File: src/rtl/str_pkg.sv
// Shared types, ASCII constants and helper functions for the string scheduler.
// Holds the round-robin pick so the arbiter stays a single flat FSM.
package str_pkg;

    typedef enum logic [1:0] {IDLE, BUSY, DONE} arb_state_t;
    typedef enum logic [1:0] {START, NUM, OP, ERR} rec_state_t;

    localparam logic [7:0] ASCII_0 = 8'h30;
    localparam logic [7:0] ASCII_9 = 8'h39;
    localparam int         RR_MAX  = 8;

    function automatic logic is_digit(input logic [7:0] b);
        return (b >= ASCII_0) && (b <= ASCII_9);
    endfunction

    // First requester at or after ptr in cyclic order over n requesters.
    function automatic logic [2:0] rr_pick(input logic [RR_MAX-1:0] req,
                                           input logic [2:0]        ptr,
                                           input int                n);
        logic [2:0] w_pick;
        logic [2:0] w_idx;
        logic       w_found;
        int         k;
        w_pick  = '0;
        w_found = 1'b0;
        for (int i = 0; i < RR_MAX; i++) begin
            k     = (int'(ptr) + i) % n;
            w_idx = k[2:0];
            if ((i < n) && !w_found && req[w_idx]) begin
                w_pick  = w_idx;
                w_found = 1'b1;
            end
        end
        return w_pick;
    endfunction

endpackage

File: src/rtl/expr_fsm.sv
// Recognizer for digit (nondigit digit)*; one state step per accepted byte.
// restart wins over a concurrent byte; ERR is sticky until restart.
module expr_fsm
    import str_pkg::*;
(
    input  logic       clk,
    input  logic       clr_n,
    input  logic       restart,
    input  logic       in_valid,
    input  logic [7:0] in_byte,
    output logic       accept
);

    rec_state_t r_state;
    rec_state_t w_next;

    always_ff @(posedge clk or negedge clr_n) begin
        if (!clr_n) r_state <= START;
        else        r_state <= w_next;
    end

    always_comb begin
        w_next = r_state;
        if (restart) begin
            w_next = START;
        end else if (in_valid) begin
            case (r_state)
                START:   w_next = is_digit(in_byte) ? NUM : ERR;
                NUM:     w_next = is_digit(in_byte) ? ERR : OP;
                OP:      w_next = is_digit(in_byte) ? NUM : ERR;
                default: w_next = ERR;
            endcase
        end
    end

    assign accept = (r_state == NUM);

endmodule

File: src/rtl/str_sched.sv
// Round-robin share of one expr_fsm across N_REQ byte streams; grant held for a whole string.
// Grant 1 cycle after request, 1 byte/cycle, verdict 1 cycle after last byte; ready only to the grantee.
module str_sched
    import str_pkg::*;
#(
    parameter int N_REQ   = 4,
    parameter int ID_W    = $clog2(N_REQ),
    parameter int MAX_LEN = 255
) (
    input  logic               clk,
    input  logic               clr_n,
    input  logic [N_REQ-1:0]   req_valid,
    input  logic [8*N_REQ-1:0] req_data,
    input  logic [N_REQ-1:0]   req_last,
    output logic [N_REQ-1:0]   req_ready,
    output logic               res_valid,
    output logic [ID_W-1:0]    res_id,
    output logic               res_ok,
    output logic [7:0]         res_len,
    output logic               busy
);

    arb_state_t      r_state;
    arb_state_t      w_next;
    logic [ID_W-1:0] r_grant;
    logic [ID_W-1:0] r_ptr;
    logic [8:0]      r_cnt;

    logic            w_hs;
    logic            w_last;
    logic [7:0]      w_byte;
    logic [2:0]      w_pick;
    logic            w_accept;
    logic            w_restart;

    assign w_hs      = (r_state == BUSY) && req_valid[r_grant];
    assign w_last    = req_last[r_grant];
    assign w_byte    = req_data[int'(r_grant)*8 +: 8];
    assign w_pick    = rr_pick(8'(req_valid), 3'(r_ptr), N_REQ);
    assign w_restart = (r_state == DONE);

    always_ff @(posedge clk or negedge clr_n) begin
        if (!clr_n) r_state <= IDLE;
        else        r_state <= w_next;
    end

    always_comb begin
        w_next = r_state;
        case (r_state)
            IDLE:    if (|req_valid)     w_next = BUSY;
            BUSY:    if (w_hs && w_last) w_next = DONE;
            DONE:    w_next = IDLE;
            default: w_next = IDLE;
        endcase
    end

    // Counter saturates at 256 so anything past 255 still reads as over-length.
    always_ff @(posedge clk or negedge clr_n) begin
        if (!clr_n) begin
            r_grant <= '0;
            r_ptr   <= '0;
            r_cnt   <= '0;
        end else begin
            if ((r_state == IDLE) && (|req_valid))
                r_grant <= ID_W'(w_pick);
            if (r_state == DONE)
                r_ptr <= (r_grant == ID_W'(N_REQ-1)) ? '0 : r_grant + 1'b1;
            if (r_state == DONE)
                r_cnt <= '0;
            else if (w_hs && (r_cnt != 9'd256))
                r_cnt <= r_cnt + 9'd1;
        end
    end

    expr_fsm u_expr (
        .clk      (clk),
        .clr_n    (clr_n),
        .restart  (w_restart),
        .in_valid (w_hs),
        .in_byte  (w_byte),
        .accept   (w_accept)
    );

    always_comb begin
        req_ready = '0;
        if (r_state == BUSY) req_ready[r_grant] = 1'b1;
    end

    assign res_valid = (r_state == DONE);
    assign res_id    = res_valid ? r_grant : '0;
    assign res_ok    = res_valid && w_accept && (r_cnt <= 9'(MAX_LEN));
    assign res_len   = !res_valid ? 8'd0 : (r_cnt[8] ? 8'hFF : r_cnt[7:0]);
    assign busy      = (r_state != IDLE);

endmodule

File: config.mk
export PLATFORM = sky130hd
export DESIGN_NAME = str_sched
export DESIGN_NICKNAME = d
export VERILOG_FILES = /design/src/rtl/str_pkg.sv /design/src/rtl/expr_fsm.sv /design/src/rtl/str_sched.sv
export SDC_FILE = /design/constraint.sdc
export NUM_CORES = 1
export LEC_CHECK = 0
export CAP_MARGIN = 20
export CORE_MARGIN = 5
export CORE_UTILIZATION = 44
export CTS_CLUSTER_SIZE = 20
export DETAILED_ROUTE_END_ITERATION = 10
export GPL_TIMING_DRIVEN = 1
export PLACE_DENSITY = 0.92
export SYNTH_ARGS = -nofsm -noshare
export SYNTH_HDL_FRONTEND = slang
export SYNTH_SLANG_ARGS = --single-unit
File: constraint.sdc
create_clock -name clk -period 3.3 [get_ports clk]
set_clock_uncertainty 0.2 [all_clocks]
set_input_delay 0.33 -clock clk [delete_from_list [all_inputs] [get_ports clk]]
set_output_delay 0.33 -clock clk [all_outputs]
set_load 0.005 [all_outputs]
==> flow_metrics.tcl, run 1 <==
set metrics [dict create \
    status "finished clean" \
    synthCells 144 \
    post-route-period-util 0.8125 \
    arrival_ns 2.15 \
    grt_overflow 0 \
    synth_most_common_cell "nor2_1" \
    cp_top_family "buffers and inverters" \
    clock-sinks 17 \
    critical_path_class "reg2out" \
    required_ns 2.77 \
    route.vias.total 1291 \
    synthMuxAreaShare 0.05268 \
    root_buffer "clkbuf_4" \
    vias_per_cell 5.613 \
    clk_latency_ns 0.29 \
    syn_nets 193 \
    ys.flop_type "dfrtp_1" \
    ys_ff_latch 17 \
    cts_tree "built" \
    cts_resized 0 \
    first_global_vias 1349 \
    die_w_um 62.98 \
    start_util 0.4517 \
    synth_top_family_by_area "simple AND/OR/NAND/NOR gates" \
    p_sw_w 0.0004991 \
    syn2layout_area_growth_pct 48.02 \
    worstSetupStartpointType "flop" \
    drt_iter0_markers 65 \
    pre_cts_ws_ns 0.9449 \
    clkTransAtPathRegs_ns 0.10 \
    fillerInstances 220 \
    antenna_found_initial 0 \
    netlist_area_mm2 0.001235 \
    synthAdderAreaFrac 0.07092 \
    synth_xor_area_frac 0.03546 \
    syn_avg_cell_area_um2 8.576 \
    wire_per_inst_um 15.88 \
    dp_hpwl_um 2945 \
    ys_seq_area_frac 0.3445 \
    slowest_delay_ns 0.44 \
    critPathSlowestCell "clkdlybuf4s50_1" \
    slew_headroom 0.4571 \
    grt_util_all_layers 0.1855 \
    cp_num_buf_inv 1 \
    synth_compound_area_frac 0.1692 \
    worstHoldPathType "in2async" \
    fin_crit_ns 2.681 \
    grt_pass1_wl_um 6051 \
    maxSlewViolCount 0 \
    critical_path_peak_fanout 5 \
    power_frac_clock 0.097 \
    p_sw_frac 0.4298 \
    power_frac_comb 0.555 \
    p_per_area_mw_per_mm2 635.2 \
    drc 0 \
    synth.largest_area_cell "dfrtp_1" \
    clk_path_buf_depth 2 \
    core_region_area_mm2 0.002734 \
    seqPwrFrac 0.348 \
    p_leak_nw 0.8150 \
    wl_um 3652 \
    cts-htree-levels 1 \
    maxCapViolCount 0 \
    tightest_slew_ns 0.8038 \
    ys_top_cells_by_count "nor2_1, dfrtp_1, a21oi_1, inv_1, nand2_1" \
    layout_setup_ws_ns 0.6189 \
    drive_gt1_frac 0.05025 \
    cts_made_buffers 3 \
    vdd_ir_drop_max_mv 0.5204 \
    die-height_um 62.98 \
    fp-row-count 19 \
    ys_async_sr_fraction 1.000 \
    synth_edf_count 0 \
    ys_top_cells_by_area "dfrtp_1, ha_1, nor2_1, a21oi_1, mux4_2" \
    cts_hold_buf 0 \
    setup_viol 0 \
    ys_types 39 \
    ant_nets 0 \
    firstDrtPassIters 4 \
    antenna_cells 0 \
    synth_top_area_frac 0.3445 \
    synthSimpleGateAreaFrac 0.2746 \
    finalWeightedCongestion 0.8565 \
    crit_chain "ha_1, and3_1, and3_1, ha_1, o211a_1, clkdlybuf4s50_1" \
    rsz0062_at_grt "no" \
    cts_setup_buffers 0 \
    grt_max_degree 18 \
    fmaxAchievable_mhz 373.0 \
    ys_warn_count 0 \
    end_kind "output pin" \
    io_pins 59 \
    port_buffers 54 \
    p_int_w 0.0006621 \
    final.setup.tns_ns 0 \
    finalHoldViolations 0 \
    dieArea_mm2 0.003966 \
    layout.nets 249 \
]
==> cell type report <==
cell class              count  area (um2)  area share
clock buffers               4       26.28     0.01437
inverters                  10       37.54     0.02053
multi-input cells         112       744.5      0.4073
flip-flops and latches     17       425.4      0.2327
well taps                  31       38.79     0.02122
repair buffers             56       555.5      0.3039
==> metrics by stage <==
| step | utilization | std cells | hold WS (ns) | total power (W) | cell area (um2) |
|---|---|---|---|---|---|
| 4_1_cts | 0.6687 | 230 | 0.3212 | 0.001168 | 1828 |
| 2_1_floorplan | - | 144 | -0.1656 | 0.0007854 | 1235 |
| 5_1_grt | 0.6687 | 230 | 0.3474 | 0.001254 | 1828 |
| 3_3_place_gp | 0.6590 | 226 | 0.3573 | 0.001005 | 1802 |
| 6_report | 0.6687 | 230 | 0.2930 | 0.001161 | 1828 |
| 3_5_place_dp | 0.6590 | 226 | 0.3761 | 0.001047 | 1802 |
==> registers in the layout, summed over array words and instances (netlist names) <==
name / count
r_cnt: 9
r_grant: 2
r_ptr: 2
r_state: 2
u_expr.r_state: 2
==> power groups by stage <==
stage          Clock [W]  Combinational, W  Sequential (W)
2_1_floorplan          0          0.000433        0.000353
4_1_cts         0.000117          0.000647        0.000403
3_3_place_gp           0          0.000610        0.000396
3_5_place_dp           0          0.000639        0.000408
5_1_grt         0.000124          0.000707        0.000423
6_report        0.000113          0.000644        0.000404
==> per-layer routing <==
layer  wire length, um  track usage
met5                 0            0
met4               123      0.06631
met1              1341       0.2036
met2              1963       0.3410
met3               223      0.04317
==> worst paths after layout <==
check,cells after the start,end,slack [ns],start
worst max register to register,6,r_cnt[1],1.14,r_cnt[0]
worst min register to register,2,u_expr.r_state[1],0.40,u_expr.r_state[1]
min in group clk,2,u_expr.r_state[1],0.40,u_expr.r_state[1]
worst max-delay path,6,res_ok,0.62,r_cnt[1]
worst min-delay path,1,u_expr.r_state[1],0.29,clr_n
max in group asynchronous,1,r_cnt[2],2.12,clr_n
==> layout by cell type (no fill, tap or decap), types with 2 or more instances in the layout <==
| master | n |
|---|---|
| or4b_1 | 2 |
| nor3b_1 | 3 |
| buf_4 | 2 |
| mux2i_1 | 2 |
| nand2_1 | 10 |
| ha_1 | 7 |
| and2_1 | 5 |
| dfrtp_1 | 17 |
| and3_1 | 5 |
| nor4b_1 | 2 |
| mux4_2 | 2 |
| or3_1 | 2 |
| o21ai_0 | 7 |
| xor2_1 | 4 |
| inv_1 | 10 |
| clkbuf_4 | 3 |
| nor2_1 | 21 |
| nand4_1 | 5 |
| a21oi_1 | 10 |
| clkdlybuf4s50_1 | 54 |
| nand3_1 | 4 |
| a31oi_1 | 3 |
| nor2b_1 | 2 |
==> kinds of logic after synthesis <==
family | after synthesis
and+or+nand+nor | 64
AOI/OAI and AO/OA | 32
DFF | 17
buffers and inverters | 15
adders and majority gates | 7
xor gates and xnor gates | 5
muxes | 4
No activity file was read; power rests on OpenSTA's default activity.
==> run 2, diff against run 1 <==
--- a/config.mk
+++ b/config.mk
@@ -7,11 +7,11 @@
 export LEC_CHECK = 0
 export CAP_MARGIN = 20
 export CORE_MARGIN = 5
-export CORE_UTILIZATION = 44
+export CORE_UTILIZATION = 37
 export CTS_CLUSTER_SIZE = 20
 export DETAILED_ROUTE_END_ITERATION = 10
 export GPL_TIMING_DRIVEN = 1
-export PLACE_DENSITY = 0.92
+export PLACE_DENSITY = 0.83
 export SYNTH_ARGS = -nofsm -noshare
 export SYNTH_HDL_FRONTEND = slang
 export SYNTH_SLANG_ARGS = --single-unit
==> constraint.sdc (replaced) <==
create_clock -name clk -period 2.3 [get_ports clk]
set_clock_uncertainty 0.2 [all_clocks]
set_input_delay 0.23 -clock clk [delete_from_list [all_inputs] [get_ports clk]]
set_output_delay 0.23 -clock clk [all_outputs]
set_load 0.005 [all_outputs]
==> run 2 against run 1 <==
First-iteration DRC count decreased by 7.7%. Global-route usage down 2.0 points. Setup slack lost 0.54 ns. Largest power group unchanged. Critical path depth decreased by 2. Sequential power increased by 39%. Register-to-register slack lost 0.98 ns. Clock power grew 47%. Critical path type unchanged. Non-clock buffer count up 8.
==> flow_metrics.tcl, run 2 (synthesis results as in run 1) <==
set metrics [dict create \
    fin_cells 253 \
    root_buffer "clkbuf_4" \
    clkTransAtPathRegs_ns 0.10 \
    clk_path_buf_depth 2 \
    antenna_found_initial 0 \
    drive_gt1_frac 0.1111 \
    arrival_ns 1.79 \
    cts_tree "built" \
    p_leak_nw 0.8611 \
    layout.nets 257 \
    grt_overflow 0 \
    maxSlewViolCount 0 \
    regMostFlops "r_cnt" \
    route.vias.total 1269 \
    layout_common_cells "clkdlybuf4s50_1, nor2_1, dfrtp_1" \
    multi_input_area_um2 772.0 \
    clock-sinks 17 \
    largest_reg_flops 9 \
    layout_setup_ws_ns 0.08088 \
    finalHoldViolations 0 \
    syn2layout_area_growth_pct 56.23 \
    drc 0 \
    post-route-period-util 0.9648 \
    status "finished clean" \
    port_buffers 54 \
    die-height_um 67.77 \
    finalWeightedCongestion 0.8537 \
    clk_latency_ns 0.30 \
    fmaxAchievable_mhz 450.6 \
    grt_pass1_wl_um 5754 \
    cp_top_family "buffers and inverters" \
    fin_crit_ns 2.219 \
    cts_made_buffers 3 \
    wire_per_inst_um 13.56 \
    grt_max_degree 18 \
    required_ns 1.87 \
    reg2reg_slack_ns 0.16 \
    firstDrtPassIters 4 \
    fillerInstances 295 \
    dp_hpwl_um 2646 \
    fp-row-count 21 \
    start_util 0.3760 \
    final.setup.tns_ns 0 \
    critical_path_class "reg2out" \
    drt_iter0_markers 60 \
    dp.cells 247 \
    vdd_ir_drop_max_mv 0.5346 \
    layout_commonest_cell "clkdlybuf4s50_1" \
    cp.depth 4 \
    setup_viol 0 \
    rsz0062_at_grt "no" \
    maxCapViolCount 0 \
    antenna_cells 0 \
    io_pins 59 \
    hold_ws_ns 0.05099 \
    cp_num_buf_inv 2 \
    cts-htree-levels 1 \
    dieArea_mm2 0.004593 \
    die_w_um 67.77 \
    ant_nets 0 \
    crit_chain "nand2b_4, buf_4, a21oi_1, clkdlybuf4s50_1" \
    tightest_slew_ns 0.4318 \
    worstSetupStartpointType "flop" \
    wl_um 3431 \
    final_util 0.5874 \
    reg2reg_depth 7 \
    core_region_area_mm2 0.003284 \
    pre_cts_ws_ns 0.06040 \
    slowest_delay_ns 0.54 \
    grt_util_all_layers 0.1658 \
    slew_headroom 0.7047 \
    worstHoldPathType "in2async" \
    critical_path_peak_fanout 9 \
    seqCellArea_um2 425.4 \
    critPathSlowestCell "clkdlybuf4s50_1" \
    first_global_vias 1309 \
    end_kind "output pin" \
    vias_per_cell 5.016 \
    p_per_area_mw_per_mm2 922.1 \
]
==> run 2: what timing repair did <==
item / 4_1_cts / 5_1_grt
resized for setup: 6 / 3
setup endpoints to repair: 4 / 2
buffers inserted: 2 / 0
cloned: 0 / 0
hold buffers: 0 / 0
pin swaps: 1 / 2
==> run 2: where the power goes <==
part / internal (W) / total (W) / switching [W]
Clock: 0.0000676 / 0.000166 / 0.0000985
Sequential: 0.000408 / 0.000563 / 0.000154
Combinational: 0.000559 / 0.00105 / 0.000491
Total: 0.00104 / 0.00178 / 0.000744
==> run 2: per-layer routing <==
metal  share of wire  vias to the layer above  global-route usage  wire length, um
li1                -                      637                   -                -
met1            0.40                      592              0.1803             1388
met2            0.53                       30              0.3074             1812
met3           0.046                       10             0.04493              157
met4           0.021                        0             0.05459               73
met5               0                        -                   0                0
==> run 2: worst paths after layout <==
check	to	start
max	res_len[1]	r_state[0]
min reg2reg	u_expr.r_state[1]	u_expr.r_state[1]
max reg2reg	r_cnt[1]	r_cnt[0]
min in group clk	u_expr.r_state[1]	u_expr.r_state[1]
max in group asynchronous	r_cnt[8]	clr_n
min	r_cnt[2]	clr_n
==> run 2: final cells by class <==
class | instances | share of cell area
inverter | 10 | 0.01946
timing repair buffer | 64 | 0.3165
multi-input combinational | 112 | 0.4001
tap | 46 | 0.02983
sequential | 17 | 0.2205
clock buffer | 4 | 0.01362
==> run 2: metrics by stage <==
stage          total power, W  cell area (um2)
2_1_floorplan        0.001127             1235
3_3_place_gp         0.001507             1866
3_5_place_dp         0.001532             1866
4_1_cts              0.001747             1922
5_1_grt              0.001951             1929
6_report             0.001779             1929
==> run 3, diff against run 2 <==
--- a/config.mk
+++ b/config.mk
@@ -12,6 +12,7 @@
 export DETAILED_ROUTE_END_ITERATION = 10
 export GPL_TIMING_DRIVEN = 1
 export PLACE_DENSITY = 0.83
+export SETUP_SLACK_MARGIN = 0.4
 export SYNTH_ARGS = -nofsm -noshare
 export SYNTH_HDL_FRONTEND = slang
 export SYNTH_SLANG_ARGS = --single-unit
==> run 3 against run 2 <==
Global-route usage rose by 1.1 points. Non-clock buffer count rose by 27. First-iteration DRC count rose by 45%. Sequential share of layout area fell by 3.0 points. Final cell count rose by 11%. Register-to-register slack improved by 0.05 ns. Power rose by 29%. Die area did not move. Sequential cell count did not move. Critical path type unchanged. Largest cell class unchanged. Highest routed layer unchanged.
==> flow_metrics.tcl, run 3 (synthesis results as in run 1) <==
set metrics [dict create \
    status "finished clean" \
    fp-row-count 21 \
    regMostFlops "r_cnt" \
    grt_overflow 0 \
    first_global_vias 1458 \
    clock-sinks 17 \
    finalHoldViolations 0 \
    antenna_found_initial 0 \
    route.vias.total 1500 \
    port_buffers 54 \
    root_buffer "clkbuf_4" \
    tightest_slew_ns 0.4336 \
    antenna_cells 0 \
    end_kind "output pin" \
    maxCapViolCount 0 \
    die_w_um 67.77 \
    clkTransAtPathRegs_ns 0.11 \
    ant_nets 0 \
    layout_common_cells "clkdlybuf4s50_1, buf_4, nor2_1" \
    reg2reg_depth 8 \
    cts_tree "built" \
    r2r_start "r_cnt[1]" \
    finalWeightedCongestion 0.8259 \
    drc 0 \
    vias_per_cell 5.357 \
    hold_ws_ns 0.04309 \
    critical_path_peak_fanout 3 \
    p_per_area_mw_per_mm2 1021 \
    dieArea_mm2 0.004593 \
    start_util 0.3760 \
    final.setup.tns_ns 0 \
    cts_made_buffers 3 \
    grt_pass1_wl_um 6168 \
    clk_path_buf_depth 2 \
    post-route-period-util 0.9394 \
    layout.nets 284 \
    io_pins 59 \
    grt_util_all_layers 0.1771 \
    wire_per_inst_um 14.61 \
    p_leak_nw 1.061 \
    clk_latency_ns 0.30 \
    drive_gt1_frac 0.3504 \
    critPathLaunch "r_cnt[1]" \
    core_region_area_mm2 0.003284 \
    rsz0062_at_grt "yes" \
    syn2layout_area_growth_pct 82.67 \
    layout_commonest_cell "clkdlybuf4s50_1" \
    dp_hpwl_um 2684 \
    maxSlewViolCount 0 \
    die-height_um 67.77 \
    wl_um 4091 \
    fillerInstances 250 \
    required_ns 1.87 \
    drt_iter0_markers 87 \
    worstHoldPathType "in2async" \
    critical_path_class "reg2out" \
    arrival_ns 1.73 \
    fmaxAchievable_mhz 462.8 \
    slew_headroom 0.7034 \
    grt_max_degree 18 \
    pre_cts_ws_ns 0.04368 \
    setup_viol 0 \
    layout_setup_ws_ns 0.1393 \
    cts-htree-levels 1 \
    firstDrtPassIters 4 \
    largest_reg_flops 9 \
    fin_crit_ns 2.161 \
    worstSetupStartpointType "flop" \
    vdd_ir_drop_max_mv 0.3210 \
]
-- run 3: cell types whose count changed in the layout (fill, tap and decap cells not counted), moves of 6 or more --
cell,before,now
dlygate4sd2_1,0,8
clkdlybuf4s50_1,53,37
buf_6,0,7
buf_4,10,31
inv_1,10,4
-- run 3: final timing paths --
check	end	slack [ns]
setup / recovery	res_ok	0.14
hold / removal	r_ptr[0]	0.04
setup reg to reg	r_cnt[1]	0.21
hold reg to reg	u_expr.r_state[1]	0.38
max in group asynchronous	r_grant[0]	1.65
min in group clk	u_expr.r_state[1]	0.38
-- run 3: per-layer routing --
layer / track usage / up-vias / part of all wire
li1: - / 698 / -
met1: 0.1951 / 714 / 0.39
met2: 0.3208 / 79 / 0.53
met3: 0.02163 / 9 / 0.068
met4: 0.1067 / 0 / 0.018
met5: 0 / - / 0
-- run 3: worst max-delay path, stage by stage (launching register included) --
cell and delay, ns:
dfrtp_1 0.41, ha_2 0.20, and3_4 0.18, and3_4 0.17, ha_4 0.15, o211a_1 0.21, buf_2 0.13
-- run 3: report_power, final --
group | switching, W | internal [W]
sequential | 0.000132 | 0.000415
clock | 0.000101 | 0.0000648
combinational | 0.000714 | 0.000876
-- run 3: area by class of cell --
cell class              instances  area, um2  area share
well taps                      46      57.56     0.02551
clock inverters                 1      5.005    0.002219
clock buffers                   3      22.52    0.009983
multi-input cells             112      873.3      0.3871
flip-flops and latches         17      430.4      0.1908
repair buffers                 91      819.5      0.3633
inverters                      10      47.55     0.02108
-- run 3: what timing repair did --
action,in CTS,in global routing
endpoints found under the setup margin,22,20
hold buffers,0,0
buffers inserted,19,8
cloned,0,0
resized for setup,41,37
pin swaps,6,5
-- run 3: stage by stage --
step                total power, W  instances  utilization  area [um2]
floorplan                 0.001149        144            -        1244
global placement          0.001523        249       0.5752        1889
finish                    0.002304        280       0.6869        2256
CTS                       0.001990        272       0.6377        2095
detailed placement        0.001577        249       0.5752        1889
global route              0.002474        280       0.6869        2256
